$ cat config.mk
export PLATFORM = sky130hd
export DESIGN_NAME = input_conditioner
export DESIGN_NICKNAME = d
export VERILOG_FILES = /design/src/rtl/input_conditioner.sv
export SDC_FILE = /design/constraint.sdc
export NUM_CORES = 1
export LEC_CHECK = 0
export ABC_AREA = 1
export ABC_CLOCK_PERIOD_IN_PS = 2000
export CAP_MARGIN = 20
export CORE_AREA = 2 2 71 73
export CTS_CLUSTER_SIZE = 10
export DETAILED_ROUTE_END_ITERATION = 10
export DIE_AREA = 0 0 73 75
export PLACE_DENSITY = 0.87
export SLEW_MARGIN = 20
export SYNTH_ARGS = -nofsm -noshare
export SYNTH_HDL_FRONTEND = slang
export SYNTH_SLANG_ARGS = --single-unit
$ cat constraint.sdc
create_clock -name clk -period 2 [get_ports clk]
set_input_delay 0.4 -clock clk [delete_from_list [all_inputs] [get_ports clk]]
set_output_delay 0.4 -clock clk [all_outputs]
set_load 0.005 [all_outputs]
$ cat src/rtl/input_conditioner.sv
// Push-button / slide-switch front end: synchronizes raw pins, debounces the button,
// and turns each accepted press into a sticky Enter flag plus a wrapping press counter.
module input_conditioner #(
  parameter int DEBOUNCE_CYCLES = 500000,
  parameter int SYNC_STAGES     = 2,
  parameter int CNT_W           = 20
) (
  input  logic       clk,
  input  logic       reset,
  input  logic       key_n,
  input  logic [9:0] sw_raw,
  input  logic       ack,
  output logic [9:0] switches,
  output logic       Enter,
  output logic       pressed,
  output logic [7:0] press_count
);

  localparam logic [CNT_W-1:0] CNT_MAX = CNT_W'(DEBOUNCE_CYCLES - 1);

  logic [SYNC_STAGES-1:0]       btn_sync_p0;
  logic [SYNC_STAGES-1:0][9:0]  sw_sync_p0;
  logic [CNT_W-1:0]             cnt_p1;
  logic                         btn_s;
  logic                         press_evt;

  assign btn_s    = btn_sync_p0[SYNC_STAGES-1];
  assign switches = sw_sync_p0[SYNC_STAGES-1];

  // A press is the one edge where the debounced level flips from released to held.
  assign press_evt = btn_s && !pressed && (cnt_p1 == CNT_MAX);

  // Stage p0: synchronizer chains; the button chain idles at "released" (0).
  always_ff @(posedge clk) begin
    if (reset) begin
      btn_sync_p0 <= '0;
      sw_sync_p0  <= '0;
    end else begin
      btn_sync_p0 <= {btn_sync_p0[SYNC_STAGES-2:0], ~key_n};
      sw_sync_p0  <= {sw_sync_p0[SYNC_STAGES-2:0], sw_raw};
    end
  end

  // Stage p1: debounce; any sample agreeing with the accepted level restarts the count.
  always_ff @(posedge clk) begin
    if (reset) begin
      cnt_p1  <= '0;
      pressed <= 1'b0;
    end else if (btn_s == pressed) begin
      cnt_p1 <= '0;
    end else if (cnt_p1 == CNT_MAX) begin
      pressed <= btn_s;
      cnt_p1  <= '0;
    end else begin
      cnt_p1 <= cnt_p1 + CNT_W'(1);
    end
  end

  // Stage p2: sticky flag and counter; a press on the same edge as ack wins.
  always_ff @(posedge clk) begin
    if (reset) begin
      Enter       <= 1'b0;
      press_count <= '0;
    end else if (press_evt) begin
      Enter       <= 1'b1;
      press_count <= press_count + 8'd1;
    end else if (ack) begin
      Enter <= 1'b0;
    end
  end

endmodule

==> results of run 1 <==
-- power by group --
part	internal (µW)	total [µW]	switching, µW	leakage, µW
sequential	1060	1060	5.85	0.000424
clock	257	626	369	0.0000463
combinational	49.1	85.4	36.3	0.000618
total	1360	1770	411	0.00109
-- sequential cells by signal, summed over array words and instances (netlist names) --
signal       flops
btn_sync_p0      2
sw_sync_p0      10
cnt_p1          20
Enter            1
pressed          1
press_count      8
switches        10
-- worst max-delay path by stage --
stage	to	slack, ps	depth (start not counted)
detailed placement	cnt_p1[11]$_SDFF_PP0_	280	7
global route	cnt_p1[9]$_SDFF_PP0_	130	7
floorplan	cnt_p1[10]$_SDFF_PP0_	530	7
global placement	cnt_p1[9]$_SDFF_PP0_	330	7
finish	cnt_p1[11]$_SDFF_PP0_	280	7
CTS	cnt_p1[11]$_SDFF_PP0_	260	7
-- layer usage --
layer / up-vias / wire (µm) / GRT usage [%]
li1: 1087 / - / -
met1: 962 / 1900 / 21.0
met2: 75 / 2550 / 33.6
met3: 12 / 276 / 4.28
met4: 0 / 108 / 8.02
met5: - / 0 / 0
-- cell families after synthesis --
kind of cell | share of synthesized area [%]
AND/OR/NAND/NOR | 33.7
buffers and inverters | 13.2
flip-flops | 42.9
AO/OA/AOI/OAI | 7.17
XOR/XNOR | 1.44
adder cells (fa/ha/maj) | 1.55
-- layout make-up --
type                            instances  area share [%]
Clock buffer                            5            2.41
Clock inverter                          3           0.965
Inverter                               57            7.50
Multi-Input combinational cell        214            37.3
Sequential cell                        52            36.5
Tap cell                               54            2.37
Timing Repair Buffer                   38            12.9
-- cell usage after synthesis, types with 2 or more instances --
cell type	n
nand3_1	20
nor3b_1	2
nor2_2	7
nand3b_1	4
nand2_1	71
inv_2	7
nor2_4	3
a21oi_1	15
dfxtp_1	52
nand4_1	7
nor3_1	6
nor2_1	54
nand2_2	3
clkbuf_1	3
o21ai_0	5
a21oi_2	6
buf_4	10
xor2_1	4
ha_1	3
inv_1	50
-- metrics by stage --
stage / utilization (%) / hold WS [ps]
6_report: 61.2 / 403
5_1_grt: 61.2 / 423
4_1_cts: 61.2 / 409
3_5_place_dp: 59.1 / 394
3_3_place_gp: 59.1 / 388
2_1_floorplan: - / 388
-- worst max-delay path, delay by kind of cell, from the launching register on --
family | cells | cell delay [ps]
flops | 1 | 380
compound gates | 2 | 390
simple gates | 3 | 370
buf+inv | 1 | 230
fa+ha+maj | 1 | 250
==> results.json, run 1 <==
{
  "pin_count": 34,
  "grt.overflow.total": 0,
  "synth_top_area_share_pct": 42.9,
  "fin_nets": 385,
  "ir_drop_v": 0.000609,
  "status": "finished, final reports clean",
  "rows": 25,
  "min-delay-start": "sw_sync_p0[8]$_SDFF_PP0_",
  "multi_input_area_mm2": 0.00106,
  "end_kind": "flop",
  "worst_slack_ps": 278,
  "leakagePower_uw": 0.00109,
  "async_flop_share_pct": 0,
  "critPathKind": "flop to flop",
  "dp_hpwl_mm": 3.59,
  "max_cap_viol_count": 0,
  "clk_latency_ps": 310,
  "die_h_um": 75,
  "n_antenna_cell": 0,
  "finalWeightedCongestion": 0.935,
  "synth_warnings": 0,
  "coreArea_mm2": 0.00466,
  "port_buffers": 33,
  "synth.area.top_cells": "dfxtp_1, nand2_1, nor2_1, inv_1, nand3_1",
  "final_cell_mix": "nand2_1, nor2_1, dfxtp_1",
  "cts_sinks": 52,
  "power.total_uw": 1770,
  "wl_per_cell_um": 11.4,
  "worst_clock_skew_ps": 9.13,
  "numPlacedInstances": 415,
  "layoutNonFillerInstCount": 423,
  "clock_path_buffers": 2,
  "cpMaxStageDelayCell": "dfxtp_1",
  "avgSynthCellArea_um2": 7.18,
  "chipWidth_um": 73,
  "grt_setup_unrepaired": "false",
  "crit_required_ps": 2200,
  "tns_ps": 0,
  "synth_cells": 338,
  "fmax_mhz": 581,
  "setup_viol": 0,
  "fin_crit_sh_pct": 86.1,
  "rrSetupSlack_ps": 280,
  "grt_max_degree": 31,
  "vias": 2136,
  "worstHoldPathCells": 2,
  "fp.dieArea_mm2": 0.00548,
  "dr.pass1.iters": 5,
  "grt_usage_pct": 18.6,
  "hold_path_class": "flop to flop",
  "final_common_cell": "nand2_1",
  "synth_seq_cells": 52,
  "dpl-instance-area_mm2": 0.00276,
  "cts_root_buf": "clkbuf_8",
  "start_util_pct": 52.1,
  "routed_via_density": 5.05,
  "cp-start-kind": "flop",
  "wirelength_mm": 4.84,
  "seq_area_mm2": 0.00104,
  "synth_cell_types": 26,
  "worstMarginPinSlew_ps": 514,
  "cts.repair.resized": 0,
  "grt_pass1_wl_mm": 8.04,
  "htreeDepth": 2,
  "worstSetupStartpoint": "cnt_p1[0]$_SDFF_PP0_",
  "slew_violations": 0,
  "path_clk_slew_ps": 100,
  "cts_tree": "built",
  "grt_antenna_before_repair": 0,
  "synth_edf_count": 0,
  "crit_path_cell_trace": "ha_1, nand2_1, nor2_4, nand3_4, o21ai_4, buf_4, a21oi_2",
  "final_antenna_net_count": 0,
  "yosysSeqAreaShare_pct": 42.9,
  "max_slew_margin_pct": 65.5,
  "hold_path_end": "switches[8]$_SDFF_PP0_",
  "cts_made_buffers": 5,
  "critPathMaxFanout": 12,
  "arrival_ps": 1920,
  "r2r_cells": 7,
  "p_per_area_mw_per_mm2": 622,
  "finalHoldViolCount": 0,
  "r2r-start": "cnt_p1[0]$_SDFF_PP0_",
  "synth_ff_type": "dfxtp_1",
  "place_ws_ps": 284,
  "synth_fp_nets": 355,
  "cpPeakStageDelay_ps": 380,
  "drt_iter0_markers": 157,
  "synth_area_mm2": 0.00243,
  "min_period_ps": 1720,
  "area_growth_pct": 17.5,
  "post_cts_buffers": 0,
  "drc_errors": 0,
  "hold_buffers": 0,
  "drive_above_1_share_pct": 11.4,
  "yosysTopAreaCell": "dfxtp_1",
  "grt_pass1_vias": 1908,
  "timing.rr.end": "cnt_p1[11]$_SDFF_PP0_",
  "design_area_mm2": 0.00285,
  "fillers": 392
}
(Power assumes the default switching activity.)
==> run 2, diff against run 1 <==
--- a/config.mk
+++ b/config.mk
@@ -6,13 +6,13 @@
 export NUM_CORES = 1
 export LEC_CHECK = 0
 export ABC_AREA = 1
-export ABC_CLOCK_PERIOD_IN_PS = 2000
+export ABC_CLOCK_PERIOD_IN_PS = 1400
 export CAP_MARGIN = 20
-export CORE_AREA = 2 2 71 73
+export CORE_AREA = 2 2 78 72
 export CTS_CLUSTER_SIZE = 10
 export DETAILED_ROUTE_END_ITERATION = 10
-export DIE_AREA = 0 0 73 75
-export PLACE_DENSITY = 0.87
+export DIE_AREA = 0 0 80 74
+export PLACE_DENSITY = 0.85
 export SLEW_MARGIN = 20
 export SYNTH_ARGS = -nofsm -noshare
 export SYNTH_HDL_FRONTEND = slang
==> constraint.sdc (replaced) <==
create_clock -name clk -period 1.4 [get_ports clk]
set_input_delay 0.28 -clock clk [delete_from_list [all_inputs] [get_ports clk]]
set_output_delay 0.28 -clock clk [all_outputs]
set_load 0.005 [all_outputs]
==> run 2 against run 1 <==
  * The flow now finishes with violations (negative setup slack)
  * Sequential power increased by 42%
  * Setup slack got worse by 470 ps
  * Die area up 8.1%
  * First-iteration DRC count is 60% higher
  * Fmax rose by 8.2%
  * Clock skew up 2.5 ps
  * Clock-buffer cell count is the same
  * Register-to-register slack worse by 470 ps
  * Via count grew 15%
  * Clock power is 52% higher
  * Wire length up 39%
==> results.json, run 2 (synthesis results as in run 1) <==
{
  "status": "complete, but fails checks",
  "violations": "negative setup slack",
  "grt.overflow.total": 0,
  "p_per_area_mw_per_mm2": 780,
  "hold_buffers": 0,
  "leakagePower_uw": 0.00145,
  "min_period_ps": 1590,
  "dp_hpwl_mm": 4.00,
  "fin_nets": 425,
  "fin_crit_sh_pct": 114,
  "grt_pass1_wl_mm": 9.52,
  "final_cell_mix": "nand2_1, inv_1, nor2_1",
  "grt_pass1_vias": 2179,
  "holdWs_ps": 408,
  "drt_iter0_markers": 251,
  "drive_above_1_share_pct": 28.9,
  "path_clk_slew_ps": 100,
  "pin_count": 34,
  "critPathMaxFanout": 10,
  "drc_errors": 0,
  "finalHoldViolCount": 0,
  "critPathTopFamily": "buffers and inverters",
  "wl_per_cell_um": 14.1,
  "dr.pass1.iters": 7,
  "cts_tree": "built",
  "crit_path_cell_trace": "ha_4, nand2_4, nor2_4, nand3_4, buf_4, o21ai_4, buf_12, inv_4, nand3_1, inv_1",
  "clkPwrFrac_pct": 36.6,
  "start_util_pct": 47.3,
  "fmax_mhz": 628,
  "cts_sinks": 52,
  "routed_via_density": 5.16,
  "vias": 2458,
  "worst_slack_ps": -192,
  "grt_antenna_before_repair": 0,
  "regMostFlops": "cnt_p1",
  "slew_violations": 0,
  "finalWeightedCongestion": 0.879,
  "rows": 25,
  "coreArea_mm2": 0.00513,
  "cts_root_buf": "clkbuf_8",
  "grt_usage_pct": 20.8,
  "n_antenna_cell": 0,
  "htreeDepth": 2,
  "p_sw_uw": 642,
  "clock_path_buffers": 2,
  "final_common_cell": "nand2_1",
  "setup_viol": 30,
  "grt_setup_unrepaired": "true",
  "critPathKind": "flop to flop",
  "chipWidth_um": 80,
  "final_antenna_net_count": 0,
  "crit_buf_inv": 4,
  "crit_required_ps": 1630,
  "fp.dieArea_mm2": 0.00592,
  "die_h_um": 74,
  "numPlacedInstances": 453,
  "ir_drop_v": 0.000626,
  "worstMarginPinSlew_ps": 303,
  "worst_clock_skew_ps": 11.7,
  "port_buffers": 33,
  "hold_path_class": "flop to flop",
  "grt_max_degree": 31,
  "layoutNonFillerInstCount": 476,
  "p_comb_share_pct": 5.1,
  "clk_latency_ps": 320,
  "cts_made_buffers": 5,
  "max_slew_margin_pct": 79.8,
  "largest_reg_flops": 20,
  "switching_share_pct": 24.8,
  "max_cap_viol_count": 0,
  "fillers": 400,
  "p_seq_share_pct": 58.3,
  "area_growth_pct": 36.9,
  "p_int_uw": 1950,
  "cp-start-kind": "flop",
  "arrival_ps": 1830,
  "wirelength_mm": 6.70,
  "cpPeakStageDelay_ps": 380,
  "cpMaxStageDelayCell": "dfxtp_2",
  "end_kind": "flop"
}
run 2: changes by cell type in the layout (fill, tap and decap cells not counted), moves of 4 or more:
cell / before / now
buf_4: 5 / 42
dfxtp_1: 52 / 36
dfxtp_2: 0 / 13
dlygate4sd2_1: 0 / 19
clkdlybuf4s50_1: 33 / 13
nor2_1: 54 / 49
nand2_1: 71 / 67
nand3_1: 20 / 16
run 2: through the flow:
stage / utilization, % / power (µW) / setup WS (ps) / setup TNS, ps / instance area [µm²]
finish: 64.8 / 2590 / -192 / -4140 / 3320
global route: 64.8 / 2660 / -260 / -5890 / 3320
CTS: 62.5 / 2580 / -97.0 / -383 / 3210
detailed placement: 58.3 / 1680 / -128 / -694 / 2990
global placement: 58.3 / 1670 / -37.3 / -57.7 / 2990
floorplan: - / 1620 / 4.99 / 0 / 2440
run 2: area by class of cell:
class                           instances  area [µm²]  area share, %
Multi-Input combinational cell        214        1180           35.5
Sequential cell                        52        1070           32.2
Timing Repair Buffer                   78         676           20.3
Inverter                               57         216           6.52
Tap cell                               67        83.8           2.52
Clock buffer                            5        68.8           2.07
Clock inverter                          3        28.8          0.866
run 2: worst paths after layout:
check / from / end / slack, ps / depth (start not counted)
setup reg to reg: cnt_p1[1]$_SDFF_PP0_ / cnt_p1[16]$_SDFF_PP0_ / -190 / 10
hold / removal: sw_sync_p0[8]$_SDFF_PP0_ / switches[8]$_SDFF_PP0_ / 410 / 2
hold reg to reg: sw_sync_p0[8]$_SDFF_PP0_ / switches[8]$_SDFF_PP0_ / 410 / 2
setup / recovery: cnt_p1[1]$_SDFF_PP0_ / cnt_p1[16]$_SDFF_PP0_ / -190 / 10
run 2: repair_timing:
| item | CTS | global route |
|---|---|---|
| endpoints found under the setup margin | 44 | 29 |
| setup buffers | 10 | 5 |
| resized for setup | 47 | 17 |
| pin swaps | 6 | 11 |
run 2: worst reg2reg max path: stages, from the launching register on:
cell,delay (ps)
dfxtp_2,380
ha_4,170
nand2_4,60
nor2_4,160
nand3_4,90
buf_4,150
o21ai_4,170
buf_12,160
inv_4,50
nand3_1,70
inv_1,40
run 2: per-layer routing:
layer  wire length, µm  track usage, %  vias to the layer above
li1                  -               -                     1174
met1              2560            23.5                     1127
met2              3340            36.0                      115
met3               390            3.76                       42
met4               409            14.7                        0
met5                 0               0                        -
run 2: power by group through the flow:
stage / sequential [µW] / clock [µW] / combinational, µW
3_5_place_dp: 1550 / 0 / 128
2_1_floorplan: 1550 / 0 / 66.9
3_3_place_gp: 1550 / 0 / 123
5_1_grt: 1510 / 999 / 143
6_report: 1510 / 949 / 131
4_1_cts: 1510 / 947 / 124
==> run 3, diff against run 2 <==
--- a/config.mk
+++ b/config.mk
@@ -13,6 +13,7 @@
 export DETAILED_ROUTE_END_ITERATION = 10
 export DIE_AREA = 0 0 80 74
 export PLACE_DENSITY = 0.85
+export REMOVE_ABC_BUFFERS = 1
 export SLEW_MARGIN = 20
 export SYNTH_ARGS = -nofsm -noshare
 export SYNTH_HDL_FRONTEND = slang
==> run 3 against run 2 <==
  * Via count grew 14%
  * Wire length up 35%
  * Flip-flop and latch count stayed put
  * Largest cell class unchanged
  * Core utilization increased by 7.2 points
  * Clock power increased by 12%
  * The flow still finishes with violations (negative setup slack)
  * Sequential power hardly changed
  * Register-to-register slack worse by 90 ps
  * Critical path depth fell by 2
  * First-iteration DRC count increased by 38%
  * Clock skew is 0.65 ps higher
==> results.json, run 3 (synthesis results as in run 1) <==
{
  "n_antenna_cell": 0,
  "arrival_ps": 1890,
  "dp_hpwl_mm": 4.40,
  "vias": 2805,
  "grt_pass1_wl_mm": 11.9,
  "regMostFlops": "cnt_p1",
  "leakagePower_uw": 0.00159,
  "grt_max_degree": 31,
  "p_comb_share_pct": 5.4,
  "area_growth_pct": 52.1,
  "rrSetupSlack_ps": -280,
  "worst_clock_skew_ps": 12.3,
  "grt.overflow.total": 0,
  "pin_count": 34,
  "r2r_cells": 8,
  "grt_pass1_vias": 2536,
  "switching_share_pct": 22.1,
  "die_h_um": 74,
  "cpPeakStageDelay_ps": 350,
  "hold_path_class": "flop to flop",
  "max_cap_viol_count": 0,
  "final_antenna_net_count": 0,
  "htreeDepth": 2,
  "drt_iter0_markers": 347,
  "worstHoldPathCells": 2,
  "fin_nets": 449,
  "min_period_ps": 1680,
  "final_common_cell": "nand2_1",
  "cpMostUsedCell": "nand2_1",
  "fp.dieArea_mm2": 0.00592,
  "wirelength_mm": 9.05,
  "drive_above_1_share_pct": 39.0,
  "clock_path_buffers": 2,
  "p_per_area_mw_per_mm2": 738,
  "worst_slack_ps": -280,
  "finalHoldViolCount": 0,
  "crit_buf_inv": 2,
  "slew_violations": 0,
  "hold_path_end": "switches[4]$_SDFF_PP0_",
  "ir_drop_v": 0.000580,
  "cp-start-kind": "flop",
  "place_ws_ps": -259,
  "start_util_pct": 47.3,
  "p_sw_uw": 602,
  "critPathTopFamily": "simple AND/OR/NAND/NOR gates",
  "setup_viol": 26,
  "worstMarginPinSlew_ps": 320,
  "grt_usage_pct": 26.1,
  "cpMaxStageDelayCell": "dfxtp_2",
  "crit_path_cell_trace": "buf_6, inv_1, nor2_1, nand2_1, nor2_2, nand4_1, nand2_1, a21oi_2",
  "largest_reg_flops": 20,
  "cts_tree": "built",
  "coreArea_mm2": 0.00513,
  "clkPwrFrac_pct": 39.1,
  "cts_made_buffers": 5,
  "status": "complete, but fails checks",
  "routed_via_density": 5.61,
  "finalWeightedCongestion": 0.947,
  "fin_crit_sh_pct": 120,
  "cts_root_buf": "clkbuf_8",
  "path_clk_slew_ps": 100,
  "drc_errors": 0,
  "port_buffers": 33,
  "fmax_mhz": 595,
  "rows": 25,
  "p_seq_share_pct": 55.5,
  "critPathKind": "flop to flop",
  "grt_antenna_before_repair": 0,
  "critPathMaxFanout": 6,
  "p_int_uw": 2120,
  "timing.rr.end": "press_count[3]$_SDFFE_PP0P_",
  "crit_required_ps": 1610,
  "chipWidth_um": 80,
  "grt_setup_unrepaired": "true",
  "cts_sinks": 52,
  "r2r-start": "cnt_p1[13]$_SDFF_PP0_",
  "max_slew_margin_pct": 78.6,
  "wl_per_cell_um": 18.1,
  "holdWs_ps": 405,
  "final_cell_mix": "nand2_1, buf_4, inv_1",
  "end_kind": "flop",
  "clk_latency_ps": 320,
  "dr.pass1.iters": 5,
  "fillers": 337,
  "min-delay-start": "sw_sync_p0[4]$_SDFF_PP0_",
  "violations": "negative setup slack"
}
==> run 3: changes by cell type in the layout (fill, tap and decap cells not counted), moves of 3 or more <==
cell	change
nor2_1	-8
dfxtp_1	-3
nor2_2	+4
nor3_1	-3
buf_4	+13
buf_6	+11
nor2_4	+4
nand2_1	-4
nand2_2	+3
a21oi_1	-3
==> run 3: area by class of cell <==
type / instances / area, µm² / share of cell area (%)
sequential: 52 / 1070 / 29.1
clock buffer: 6 / 72.6 / 1.97
multi-input combinational: 214 / 1310 / 35.5
inverter: 57 / 221 / 6.00
tap: 67 / 83.8 / 2.27
clock inverter: 2 / 38.8 / 1.05
timing repair buffer: 102 / 888 / 24.1
==> run 3: routing by layer <==
metal	routed length (µm)	track usage [%]
met5	0	0
met4	716	13.7
met3	826	4.25
met2	4230	46.9
met1	3270	30.0
==> run 3: stage by stage <==
step	TNS, ps	power (µW)	instance area [µm²]	util, %	cells
6_report	-2670	2720	3690	71.9	500
3_3_place_gp	-2440	1670	3110	60.6	473
4_1_cts	-937	2720	3510	68.4	494
5_1_grt	-3810	2810	3690	71.9	500
3_5_place_dp	-4920	1680	3110	60.6	473
2_1_floorplan	-2350	1590	2320	-	323
==> run 3: power groups by stage <==
stage	clock network (µW)	registers, µW	logic [µW]
2_1_floorplan	0	1550	36.9
3_3_place_gp	0	1550	124
3_5_place_dp	0	1550	129
4_1_cts	1060	1510	144
5_1_grt	1130	1510	158
6_report	1060	1510	147
==> run 3: worst max path at each step <==
stage	start	end	slack [ps]	depth (start not counted)
2_1_floorplan	cnt_p1[0]$_SDFF_PP0_	cnt_p1[16]$_SDFF_PP0_	-220	8
3_3_place_gp	cnt_p1[0]$_SDFF_PP0_	cnt_p1[11]$_SDFF_PP0_	-170	7
3_5_place_dp	cnt_p1[1]$_SDFF_PP0_	cnt_p1[11]$_SDFF_PP0_	-260	7
4_1_cts	cnt_p1[1]$_SDFF_PP0_	pressed$_SDFFE_PP0P_	-80	9
5_1_grt	cnt_p1[13]$_SDFF_PP0_	press_count[3]$_SDFFE_PP0P_	-300	8
6_report	cnt_p1[13]$_SDFF_PP0_	press_count[3]$_SDFFE_PP0P_	-280	8
==> run 3: tightest hold or removal path: stages (launching register included) <==
cell	delay, ps
dfxtp_1	310
inv_1	40
nor2_1	30
==> run 3: repair_timing <==
item                                    in CTS  in global routing
gates resized for setup                     73                 49
endpoints found under the setup margin      50                 30
hold buffers                                 0                  0
cloned                                       1                  0
pin swaps                                   22                 23
buffers inserted                            12                  8
